## src/rtl/riscv_store_tag_unit_pkg.sv

```systemverilog
// Shared definitions for the DIFT store-side tag path: TPR field positions,
// propagation ALU mode encodings, store-tag FSM states and a byte-mask helper.
package riscv_store_tag_unit_pkg;

  // Tag Propagation Register field positions for the load/store class.
  localparam int LOADSTORE_LOW            = 14;
  localparam int LOADSTORE_HIGH           = 15;
  localparam int LOADSTORE_EN_DEST        = 16;
  localparam int LOADSTORE_EN_SOURCE_ADDR = 17;
  localparam int LOADSTORE_EN_SOURCE      = 18;

  // Propagation ALU modes, shared with the load-side unit.
  localparam logic [1:0] ALU_MODE_AND   = 2'b00;
  localparam logic [1:0] ALU_MODE_OR    = 2'b01;
  localparam logic [1:0] ALU_MODE_CLEAR = 2'b10;
  localparam logic [1:0] ALU_MODE_OLD   = 2'b11;

  // Store size encodings as presented by the LSU.
  localparam logic [1:0] STORE_SIZE_BYTE = 2'b00;
  localparam logic [1:0] STORE_SIZE_HALF = 2'b01;
  localparam logic [1:0] STORE_SIZE_WORD = 2'b10;

  // Store-tag FSM states.
  typedef enum logic [2:0] {
    ST_IDLE  = 3'd0,
    ST_SKIP  = 3'd1,
    ST_REQ0  = 3'd2,
    ST_WAIT0 = 3'd3,
    ST_REQ1  = 3'd4,
    ST_WAIT1 = 3'd5
  } st_tag_state_e;

  // Two-word byte-enable mask: low nibble belongs to the aligned word holding
  // the first byte, high nibble to the following word. Size 11 acts as a word.
  function automatic logic [7:0] storeByteMask(input logic [1:0] size,
                                               input logic [1:0] offset);
    logic [7:0] base;
    case (size)
      STORE_SIZE_BYTE: base = 8'h01;
      STORE_SIZE_HALF: base = 8'h03;
      default:         base = 8'h0F;
    endcase
    return base << offset;
  endfunction

endpackage

```

## src/rtl/riscv_store_tag_unit_propagation.sv

```systemverilog
// Store-side tag propagation: decodes the load/store TPR fields and combines
// the address and data source tags into the tag written to memory.
module riscv_store_propagation
  import riscv_store_tag_unit_pkg::*;
(
  input  logic        rs1_tag_i,
  input  logic        rs2_tag_i,
  input  logic [31:0] tpr_i,
  output logic        tag_o,
  output logic        skip_o
);

  logic       opA;
  logic       opB;
  logic [1:0] mode;
  logic       unusedTprBits;

  assign opA  = rs1_tag_i & tpr_i[LOADSTORE_EN_SOURCE_ADDR];
  assign opB  = rs2_tag_i & tpr_i[LOADSTORE_EN_SOURCE];
  assign mode = tpr_i[LOADSTORE_HIGH:LOADSTORE_LOW];

  // Only the load/store fields matter here; fold the rest away.
  assign unusedTprBits = ^tpr_i;

  // Select the propagated tag; OLD mode leaves memory tags untouched.
  always_comb begin
    tag_o  = 1'b0;
    skip_o = 1'b0;
    case (mode)
      ALU_MODE_AND:   tag_o = opA & opB;
      ALU_MODE_OR:    tag_o = opA | opB;
      ALU_MODE_CLEAR: tag_o = 1'b0;
      ALU_MODE_OLD:   skip_o = 1'b1;
      default:        tag_o = 1'b0;
    endcase
  end

endmodule

```

## src/rtl/riscv_store_tag_unit.sv

```systemverilog
// Store tag unit: captures an accepted store, computes its memory tag and
// writes it to the byte-granular tag memory, splitting misaligned stores
// into two word transactions. The LSU holds the store until st_done_o.
module riscv_store_tag_unit
  import riscv_store_tag_unit_pkg::*;
#(
  parameter int ADDR_WIDTH = 32
) (
  input  logic                  clk,
  input  logic                  rst_n,
  input  logic                  st_valid_i,
  output logic                  st_ready_o,
  input  logic [ADDR_WIDTH-1:0] st_addr_i,
  input  logic [1:0]            st_size_i,
  input  logic                  rs1_tag_i,
  input  logic                  rs2_tag_i,
  input  logic [31:0]           tpr_i,
  output logic                  st_done_o,
  output logic                  tag_req_o,
  input  logic                  tag_gnt_i,
  output logic [ADDR_WIDTH-1:0] tag_addr_o,
  output logic                  tag_we_o,
  output logic [3:0]            tag_be_o,
  output logic [3:0]            tag_wdata_o,
  input  logic                  tag_rvalid_i
);

  st_tag_state_e         state_q, state_d;
  logic [ADDR_WIDTH-1:0] wordAddr_q;
  logic [7:0]            byteEn_q;
  logic                  tagBit_q;

  logic                  accept;
  logic                  misaligned;
  logic [7:0]            acceptMask;
  logic                  computeTag;
  logic                  skipWrite;

  riscv_store_propagation u_propagation (
    .rs1_tag_i (rs1_tag_i),
    .rs2_tag_i (rs2_tag_i),
    .tpr_i     (tpr_i),
    .tag_o     (computeTag),
    .skip_o    (skipWrite)
  );

  assign st_ready_o = (state_q == ST_IDLE);
  assign accept     = st_valid_i & st_ready_o;
  assign acceptMask = storeByteMask(st_size_i, st_addr_i[1:0]);
  assign misaligned = |byteEn_q[7:4];
  assign tag_we_o   = tag_req_o;

  // Capture everything needed for the transaction at accept so later TPR or
  // operand changes in the pipeline cannot disturb an in-flight update.
  always_ff @(posedge clk or negedge rst_n) begin
    if (!rst_n) begin
      wordAddr_q <= '0;
      byteEn_q   <= '0;
      tagBit_q   <= 1'b0;
    end else if (accept) begin
      wordAddr_q <= {st_addr_i[ADDR_WIDTH-1:2], 2'b00};
      byteEn_q   <= acceptMask;
      tagBit_q   <= computeTag;
    end
  end

  // State register; reset abandons any transaction in flight.
  always_ff @(posedge clk or negedge rst_n) begin
    if (!rst_n) begin
      state_q <= ST_IDLE;
    end else begin
      state_q <= state_d;
    end
  end

  // Next-state, request and completion logic; one outstanding transaction.
  always_comb begin
    state_d   = state_q;
    tag_req_o = 1'b0;
    st_done_o = 1'b0;
    case (state_q)
      ST_IDLE: begin
        if (accept) begin
          state_d = skipWrite ? ST_SKIP : ST_REQ0;
        end
      end
      ST_SKIP: begin
        st_done_o = 1'b1;
        state_d   = ST_IDLE;
      end
      ST_REQ0: begin
        tag_req_o = 1'b1;
        if (tag_gnt_i) begin
          state_d = ST_WAIT0;
        end
      end
      ST_WAIT0: begin
        if (tag_rvalid_i) begin
          if (misaligned) begin
            state_d = ST_REQ1;
          end else begin
            st_done_o = 1'b1;
            state_d   = ST_IDLE;
          end
        end
      end
      ST_REQ1: begin
        tag_req_o = 1'b1;
        if (tag_gnt_i) begin
          state_d = ST_WAIT1;
        end
      end
      ST_WAIT1: begin
        if (tag_rvalid_i) begin
          st_done_o = 1'b1;
          state_d   = ST_IDLE;
        end
      end
      default: begin
        state_d = ST_IDLE;
      end
    endcase
  end

  // Drive the tag-memory payload only while a request is up; the second word
  // follows the first and wraps around the top of the address space.
  always_comb begin
    tag_addr_o  = '0;
    tag_be_o    = 4'h0;
    tag_wdata_o = 4'h0;
    case (state_q)
      ST_REQ0: begin
        tag_addr_o  = wordAddr_q;
        tag_be_o    = byteEn_q[3:0];
        tag_wdata_o = {4{tagBit_q}};
      end
      ST_REQ1: begin
        tag_addr_o  = wordAddr_q + ADDR_WIDTH'(4);
        tag_be_o    = byteEn_q[7:4];
        tag_wdata_o = {4{tagBit_q}};
      end
      default: begin
        tag_addr_o  = '0;
        tag_be_o    = 4'h0;
        tag_wdata_o = 4'h0;
      end
    endcase
  end

endmodule

```

## config.mk

```make
export PLATFORM = sky130hd
export DESIGN_NAME = riscv_store_tag_unit
export DESIGN_NICKNAME = d
export VERILOG_FILES = /design/src/rtl/riscv_store_tag_unit_pkg.sv /design/src/rtl/riscv_store_tag_unit_propagation.sv /design/src/rtl/riscv_store_tag_unit.sv
export SDC_FILE = /design/constraint.sdc
export NUM_CORES = 1
export LEC_CHECK = 0
export CAP_MARGIN = 20
export CELL_PAD_IN_SITES_DETAIL_PLACEMENT = 0
export CELL_PAD_IN_SITES_GLOBAL_PLACEMENT = 2
export CORE_UTILIZATION = 25
export DETAILED_ROUTE_END_ITERATION = 10
export PLACE_DENSITY = 0.94
export SLEW_MARGIN = 15
export SYNTH_ARGS = -nofsm -noshare
export SYNTH_HDL_FRONTEND = slang
export SYNTH_HIERARCHICAL = 1
export SYNTH_SLANG_ARGS = --single-unit
```

## constraint.sdc

```tcl
create_clock -name clk -period 3.78 [get_ports clk]
set_input_delay 0.756 -clock clk [delete_from_list [all_inputs] [get_ports clk]]
set_output_delay 0.756 -clock clk [all_outputs]
set_load 0.005 [all_outputs]
```

* Word-level counts from Yosys, hierarchy flattened
Index checks and enable logic that the tools add are counted.
** Operators by class
- Add/subtract/negate cells :: 1
- Equal/unequal tests :: 13
- Shift-type cells :: 1
- Multiplexer cells :: 19
- Bitwise logic cells :: 5
- Reduce and logical (&&, ||, !) cells :: 6
** Operator list (number)
- $pmux 32 s2 :: 1
- $add 32x3->32 const B :: 1
- $mux 3 :: 6
- $pmux 4 s2 :: 2
- $pmux 3 s5 :: 1
- $ne 2x2->1 const B :: 4
- $shl 8x2->8 :: 1
- $eq 3x2->1 const B :: 2
- $eq 3x3->1 const B :: 2
- $mux 1 :: 5
- $reduce_and 5->1 :: 1
- $and 1x1->1 :: 4
- $eq 2x1->1 const B :: 2
- $logic_not 2->1 :: 2
- $mux 4 :: 1
- $reduce_or 4->1 :: 1
- $eq 3x1->1 const B :: 1
- $logic_not 3->1 :: 1
- $pmux 1 s3 :: 1
- $eq 2x2->1 const B :: 1
- $mux 2 :: 1
- $ne 2x1->1 const B :: 1
- $pmux 1 s2 :: 1
- $reduce_or 2->1 :: 1
- $or 1x1->1 :: 1
** Word-level totals
- Register bits :: 42
- Input bits :: 73
- Output and inout bits :: 44
- Word-level logic and storage cells :: 49

* Longest topological paths before layout
Gate-level depths: netlist of run 1.
- Depth after elaboration :: 5
- Mapped depth :: 7
- Depth with buffers taken out :: 5

* Modules after synthesis
The synthesis of run 1 kept the hierarchy.
** Modules (own cells, without submodules)
- riscv_store_tag_unit :: instances 1, cells an instance 382, area an instance 2852.7 sq um, sequential area each 1026.0 sq um
- riscv_store_propagation :: instances 1, cells an instance 5, area an instance 43.8 sq um, sequential area each 0.0 sq um

* Least setup slack after synthesis of run 1
Ideal clock, no wire load.
- Path type :: reg-to-output
- Start point :: register wordAddr_q[2]
- End point :: output tag_addr_o[20]
- Arrival time :: 1.694 ns
- Required time :: 3.024 ns
- Setup slack :: 1.330 ns
- Cell stages (with the launch flop) :: 7
- Path buffers :: 1
- Cells stage by stage :: dfrtp_1 > ha_1 > and4_2 > clkbuf_1 > nand3_1 > o41a_1 > a31oi_1
** On the way
- Longest elaborated chain between the ends :: 2
** RTL lines
- start, declared :: RTL line riscv_store_tag_unit.sv:29 : logic [ADDR_WIDTH-1:0] wordAddr_q;
- start signal, assigned :: RTL line riscv_store_tag_unit.sv:61 : wordAddr_q <= {st_addr_i[ADDR_WIDTH-1:2], 2'b00};
- $add 32x3->32 :: RTL line riscv_store_tag_unit.sv:138 : tag_addr_o = wordAddr_q + ADDR_WIDTH'(4);
- $pmux 32 s2 :: RTL line riscv_store_tag_unit.sv:131 : case (state_q)
- end, declared :: RTL line riscv_store_tag_unit.sv:21 : output logic [ADDR_WIDTH-1:0] tag_addr_o,
No other way between the ends.

* Final worst setup path of run 1
- Start point :: register state_q[2]
- End point :: output tag_addr_o[20]
** On the way
- Longest elaborated chain between the ends :: 2
** RTL lines
- start, declared :: RTL line riscv_store_tag_unit.sv:28 : st_tag_state_e state_q, state_d;
- start signal, assigned :: RTL line riscv_store_tag_unit.sv:72 : state_q <= state_d;
- $eq 3x3->1 / $eq 3x2->1 (equally long branches) :: RTL line riscv_store_tag_unit.sv:131
- $pmux 32 s2 (*) :: RTL line riscv_store_tag_unit.sv:131
Every way passes the cells marked *; elsewhere a longest branch is shown, timed or not.

==> impl_metrics.ini, run 1 <==
[run_status]
status = finished clean

[clocking]
holdBufCountCts = 0
tritoncts = yes
clock_latency_ns = 0.28
ctsResizeCount = 0
numCtsBuffers = 5
htree_num_levels = 2
cts_sinks = 41
cts_setup_buffers = 0
clock_path_buffers = 2
path_clk_slew_ns = 0.06
cts.root.buffer_cell = clkbuf_16

[layout]
fin_util = 0.363
diodes = 0
areaGrowthSynthToFinish_pct = 38.7
stdcell_count = 593
nets = 526
drive_gt1_frac = 0.0618

[worst_setup_path]
cp_slowest_cell = or3b_2
path_cells = or3b_2 -> o41a_1 -> a31oi_1 -> clkdlybuf4s50_1
path_max_fanout = 26
start_kind = flop
slowest_delay_ns = 0.76
critical_path_arrival_ns = 2.81
crit_type = flop to output port
worstSetupEndpointType = output port
reg2reg_setup_slack_ns = 1.63
required_ns = 3.02

[die]
ios = 117
die_h_microns = 110
fp.dieArea_sq_um = 12000
core_sq_um = 11100
die_w_microns = 110
std_cell_rows = 38
start_util = 0.261

[synthesis]
synth_async_sr_flop_share = 1.00
ys_types = 54
synth_ff_type = dfrtp_1
yosysMostFrequentCell = nand2_1
synthTopCellsByArea = dfrtp_1, nand2_1, o21ai_0
yosys.area.top_type_share = 0.354
syn_area_per_cell_sq_um = 7.48
synth_largest_area_cell = dfrtp_1
synth_edf_count = 0
synth_common_cells = nand2_1, dfrtp_1, o21ai_0
yosysSeqAreaShare = 0.354
synthCells = 387
ys_seq_elements = 41
ys.warnings.count = 6
synth_area_sq_um = 2900

[timing]
rsz0062_at_grt = false
tightest_slew_ns = 0.945
fin_worst_skew_ns = 0.00451
min_period_over_period = 0.944
setup_viol = 0
slew_viol_final = 0
slew_headroom = 0.370
hold_viol = 0
fmaxAchievable_ghz = 0.280
setup-tns-final_ns = 0
period_needed_ns = 3.57

[drt]
drc_errors = 0
routed-via-count = 3038
drtIter0Drc = 160
antenna_left = 0
wl_per_cell_microns = 15.0
drtPass1Iterations = 5
routed_wirelength_microns = 8910
routed_via_density = 5.12

[placed_design]
portBuffers = 86
hpwl_microns = 6390
post-place-cells = 585
gp_congestion = 0.770

[hold_path]
hold_class = flop to flop

[global_routing]
grt_max_degree = 42
antenna_found_initial = 0
grtUsageTotal = 0.154
globalRoute.totalOverflow = 0
grt_pass1_wl_microns = 14400
grt_pass1_vias = 2911

[pwr]
ir_drop_mv = 0.281
p_leak_nw = 1.71
powerDensity_nw_per_um2 = 739

[run]
max_cap_viol_count = 0
## kinds of logic after synthesis
| kind of cell | count (synthesis) | synth area share |
|---|---|---|
| compound gates | 93 | 0.219 |
| xor+xnor | 1 | 0.00302 |
| fa+ha+maj | 1 | 0.00432 |
| buf+inv | 39 | 0.0609 |
| flops | 41 | 0.354 |
| other cells | 1 | 0.00129 |
| simple gates | 211 | 0.358 |
## layer usage
metal | up-vias | share of wire | track usage
met3 | 5 | 0.059 | 0.0267
met5 | - | 0 | 0
met2 | 83 | 0.47 | 0.257
met4 | 0 | 0.0079 | 0.0400
met1 | 1442 | 0.46 | 0.206
li1 | 1508 | - | -
## flip-flops by register name, indices dropped and copies added (netlist names)
register / count
state_q: 3
wordAddr_q: 30
byteEn_q: 7
tagBit_q: 1
## metrics by stage
| step | hold WS, ns | total power [W] | area [sq um] | setup WS, ns |
|---|---|---|---|---|
| final | 0.470 | 0.00297 | 4020 | 0.212 |
| after CTS | 0.475 | 0.00300 | 4020 | 0.207 |
| after detailed placement | 0.460 | 0.00243 | 3830 | 0.512 |
| after global placement | 0.461 | 0.00240 | 3830 | 0.539 |
| after global routing | 0.517 | 0.00323 | 4020 | 0.0407 |
| after floorplan | 0.438 | 0.00171 | 2900 | 1.33 |
## worst paths after layout
| kind | from | endpoint | cells past startpoint |
|---|---|---|---|
| min in group asynchronous | rst_n | wordAddr_q[24] | 1 |
| min | tagBit_q | tagBit_q | 2 |
| max reg2reg | state_q[1] | wordAddr_q[13] | 5 |
| min reg2reg | tagBit_q | tagBit_q | 2 |
| max | state_q[2] | tag_addr_o[20] | 4 |
| max in group asynchronous | rst_n | state_q[2] | 1 |
## cell usage in the layout (no fill, tap or decap), types with 6 or more instances in the layout
master and n:
nand2_1 123, clkdlybuf4s50_1 85, dfrtp_1 41, o21ai_0 24
a31oi_1 16, nand3_1 14, nor3_1 12, nor2_1 12
nand4_1 9, and3_1 7, a21o_1 7, a21oi_1 7
o21a_1 6, and2_1 6, buf_4 6
## report_power, final
part | switching (W) | internal, W | leakage [nW]
registers | 0.000347 | 0.000643 | 0.511
clock network | 0.000177 | 0.000377 | 0.0938
logic | 0.000675 | 0.000750 | 1.10
## critical path, delay by kind of cell, from the launching register on
family | cells | cell delay, ns
AOI/OAI and AO/OA | 2 | 0.67
buffers and inverters | 1 | 0.53
DFF | 1 | 0.55
and+or+nand+nor | 1 | 0.76
## cell type report
class | count | area [sq um]
Fill cell | 1181 | 7060
Timing Repair Buffer | 92 | 901
Clock inverter | 3 | 65.1
Tap cell | 140 | 175
Inverter | 4 | 15.0
Clock buffer | 5 | 125
Sequential cell | 41 | 1030
Multi-Input combinational cell | 308 | 1710
(Power assumes the default switching activity.)
==> inputs of run 2 (changes only) <==
--- a/config.mk
+++ b/config.mk
@@ -10,9 +10,8 @@
 export CELL_PAD_IN_SITES_GLOBAL_PLACEMENT = 2
 export CORE_UTILIZATION = 25
 export DETAILED_ROUTE_END_ITERATION = 10
-export PLACE_DENSITY = 0.94
+export PLACE_DENSITY = 0.95
 export SLEW_MARGIN = 15
 export SYNTH_ARGS = -nofsm -noshare
 export SYNTH_HDL_FRONTEND = slang
-export SYNTH_HIERARCHICAL = 1
 export SYNTH_SLANG_ARGS = --single-unit
==> run 2 against run 1 <==
Clock-buffer cell count is 1 higher. Worst setup slack worse by 0.026 ns. Sequential power is 4.7% lower. Area after synthesis is 4.6% lower.
==> impl_metrics.ini, run 2 <==
[die]
die_h_microns = 107
start_util = 0.256
std_cell_rows = 38
fp.dieArea_sq_um = 11500
ios = 117
core_sq_um = 10800
die_w_microns = 107

[synthesis]
ys_types = 47
synth_compound_area_frac = 0.218
synth_edf_count = 0
yosysMostFrequentCell = nand2_1
synth_adder_area_share = 0.00453
synth_area_sq_um = 2760
synthCells = 367
synth_async_sr_flop_share = 1.00
syn_area_per_cell_sq_um = 7.53
ys.warnings.count = 0
synth_ff_type = dfrtp_1
yosys.area.top_type_share = 0.371
synth_common_cells = nand2_1, o21ai_0, dfrtp_1
synthSimpleGateAreaFrac = 0.336
synthXorXnorAreaFrac = 0
yosysSeqAreaShare = 0.371
ys_seq_elements = 41
synthTopCellsByArea = dfrtp_1, nand2_1, o21ai_0
synth_largest_area_cell = dfrtp_1
muxShareOfSynthArea = 0
synth_top_family_by_area = simple AND/OR/NAND/NOR gates

[worst_setup_path]
required_ns = 3.02
critical_path_arrival_ns = 2.84
start_kind = flop
reg2reg_setup_slack_ns = 1.83
path_cells = or3b_2 -> o21ai_0 -> o311ai_0 -> o21ai_0 -> clkdlybuf4s50_1
cp_slowest_cell = or3b_2
r2r_start = state_q[0]
endpoint = tag_addr_o[30]
r2r-end = byteEn_q[4]
crit_type = flop to output port
critPathLaunch = state_q[1]
path_max_fanout = 18
slowest_delay_ns = 0.72
worstSetupEndpointType = output port
crit_top_cell = o21ai_0
r2r_cells = 4

[layout]
diodes = 0
largest_register_ffs = 30
layout_common_cells = nand2_1, clkdlybuf4s50_1, o21ai_0, dfrtp_1, nand3_1
areaGrowthSynthToFinish_pct = 38.2
nets = 515
top_register = wordAddr_q
stdcell_count = 582
largestRegisters = wordAddr_q (30), byteEn_q (7), state_q (3)
multi_input_area_sq_um = 1550
num-fill-cells = 1138
drive_gt1_frac = 0.0633
fin_util = 0.354
final_common_cell = nand2_1
regArea_sq_um = 1030

[global_routing]
globalRoute.totalOverflow = 0
grt-busiest-layer = met2
use_met1 = 0.199
grt_pass1_vias = 2726
grt_max_degree = 42
grt_pass1_wl_microns = 13500
grt_use_met2 = 0.244
met3_usage = 0.0292
grtUsageTotal = 0.148
antenna_found_initial = 0

[timing]
holdWs_ns = 0.483
setup-tns-final_ns = 0
fin_worst_skew_ns = 0.0110
rsz0062_at_grt = false
period_needed_ns = 3.59
setup_viol = 0
hold_viol = 0
slew_viol_final = 0
tightest_slew_ns = 0.968
fmaxAchievable_ghz = 0.278
min_period_over_period = 0.951
slew_headroom = 0.355

[pwr]
powerDensity_nw_per_um2 = 679
p_leak_nw = 1.56
ir_drop_mv = 0.214

[clocking]
clock_latency_ns = 0.30
cts_setup_buffers = 0
cts_sinks = 41
ctsResizeCount = 0
htree_num_levels = 2
cts.root.buffer_cell = clkbuf_8
path_clk_slew_ns = 0.09
numCtsBuffers = 5
tritoncts = yes
clock_path_buffers = 2
holdBufCountCts = 0

[drt]
antenna_left = 0
drc_errors = 0
routed-via-count = 2927
wl_per_cell_microns = 14.3
drtPass1Iterations = 5
routed_via_density = 5.03
drtIter0Drc = 212
routed_wirelength_microns = 8320

[placed_design]
gp_congestion = 0.769
portBuffers = 86
post-place-cells = 574
hpwl_microns = 6110

[hold_path]
hold_class = flop to flop

[run]
max_cap_viol_count = 0

[run_status]
status = finished clean
run 2: changes by cell type after synthesis, sizes merged, moves of 4 or more:
cell and delta:
o21ai +21, clkbuf -9, nor3 -7, a31oi -6, nand2 -6, o31ai +6, a21o -5, o21a -5
a31o -4, buf +4
run 2: stage by stage:
step / total power (W) / instance area (sq um) / setup WS, ns
2_1_floorplan: 0.00159 / 2770 / 1.33
3_3_place_gp: 0.00219 / 3700 / 0.552
3_5_place_dp: 0.00223 / 3700 / 0.558
4_1_cts: 0.00262 / 3820 / 0.194
5_1_grt: 0.00282 / 3820 / 0.0569
6_report: 0.00260 / 3820 / 0.186
run 2: area by class of cell:
class | count | area share
Clock inverter | 2 | 0.00983
Multi-Input combinational cell | 293 | 0.406
Tap cell | 140 | 0.0459
Inverter | 4 | 0.00393
Clock buffer | 6 | 0.0216
Sequential cell | 41 | 0.269
Timing Repair Buffer | 96 | 0.244
run 2: kinds of logic (layout without fill, tap and decap cells):
group | after synthesis | in the layout
compound gates | 97 | 97
fa+ha+maj | 1 | 1
buf+inv | 34 | 108
flops | 41 | 41
other cells | 1 | 2
simple gates | 193 | 193
run 2: how the worst min path moves through the flow:
stage                   from        to  depth (start not counted)
finish              tagBit_q  tagBit_q                          2
global route        tagBit_q  tagBit_q                          2
detailed placement  tagBit_q  tagBit_q                          2
CTS                 tagBit_q  tagBit_q                          2
global placement    tagBit_q  tagBit_q                          2
floorplan           tagBit_q  tagBit_q                          2
run 2: worst max-delay path: cells and delay by family (launching register included):
kind                   cells  cell delay, ns
and+or+nand+nor            1            0.72
DFF                        1            0.52
AOI/OAI and AO/OA          3            0.73
buffers and inverters      1            0.57
run 2: routing by layer:
metal  routed length (microns)  vias up  share of wire
met1                      3830     1408           0.46
met5                         0        -              0
li1                          -     1440              -
met4                       101        0          0.012
met2                      3930       72           0.47
met3                       451        7          0.054
run 2: report_power, final:
part / internal (W) / switching, W / total, W / leakage (nW)
Combinational: 0.000647 / 0.000623 / 0.00127 / 0.990
Sequential: 0.000641 / 0.000302 / 0.000943 / 0.512
Clock: 0.000215 / 0.000167 / 0.000382 / 0.0574
Total: 0.00150 / 0.00109 / 0.00260 / 1.56
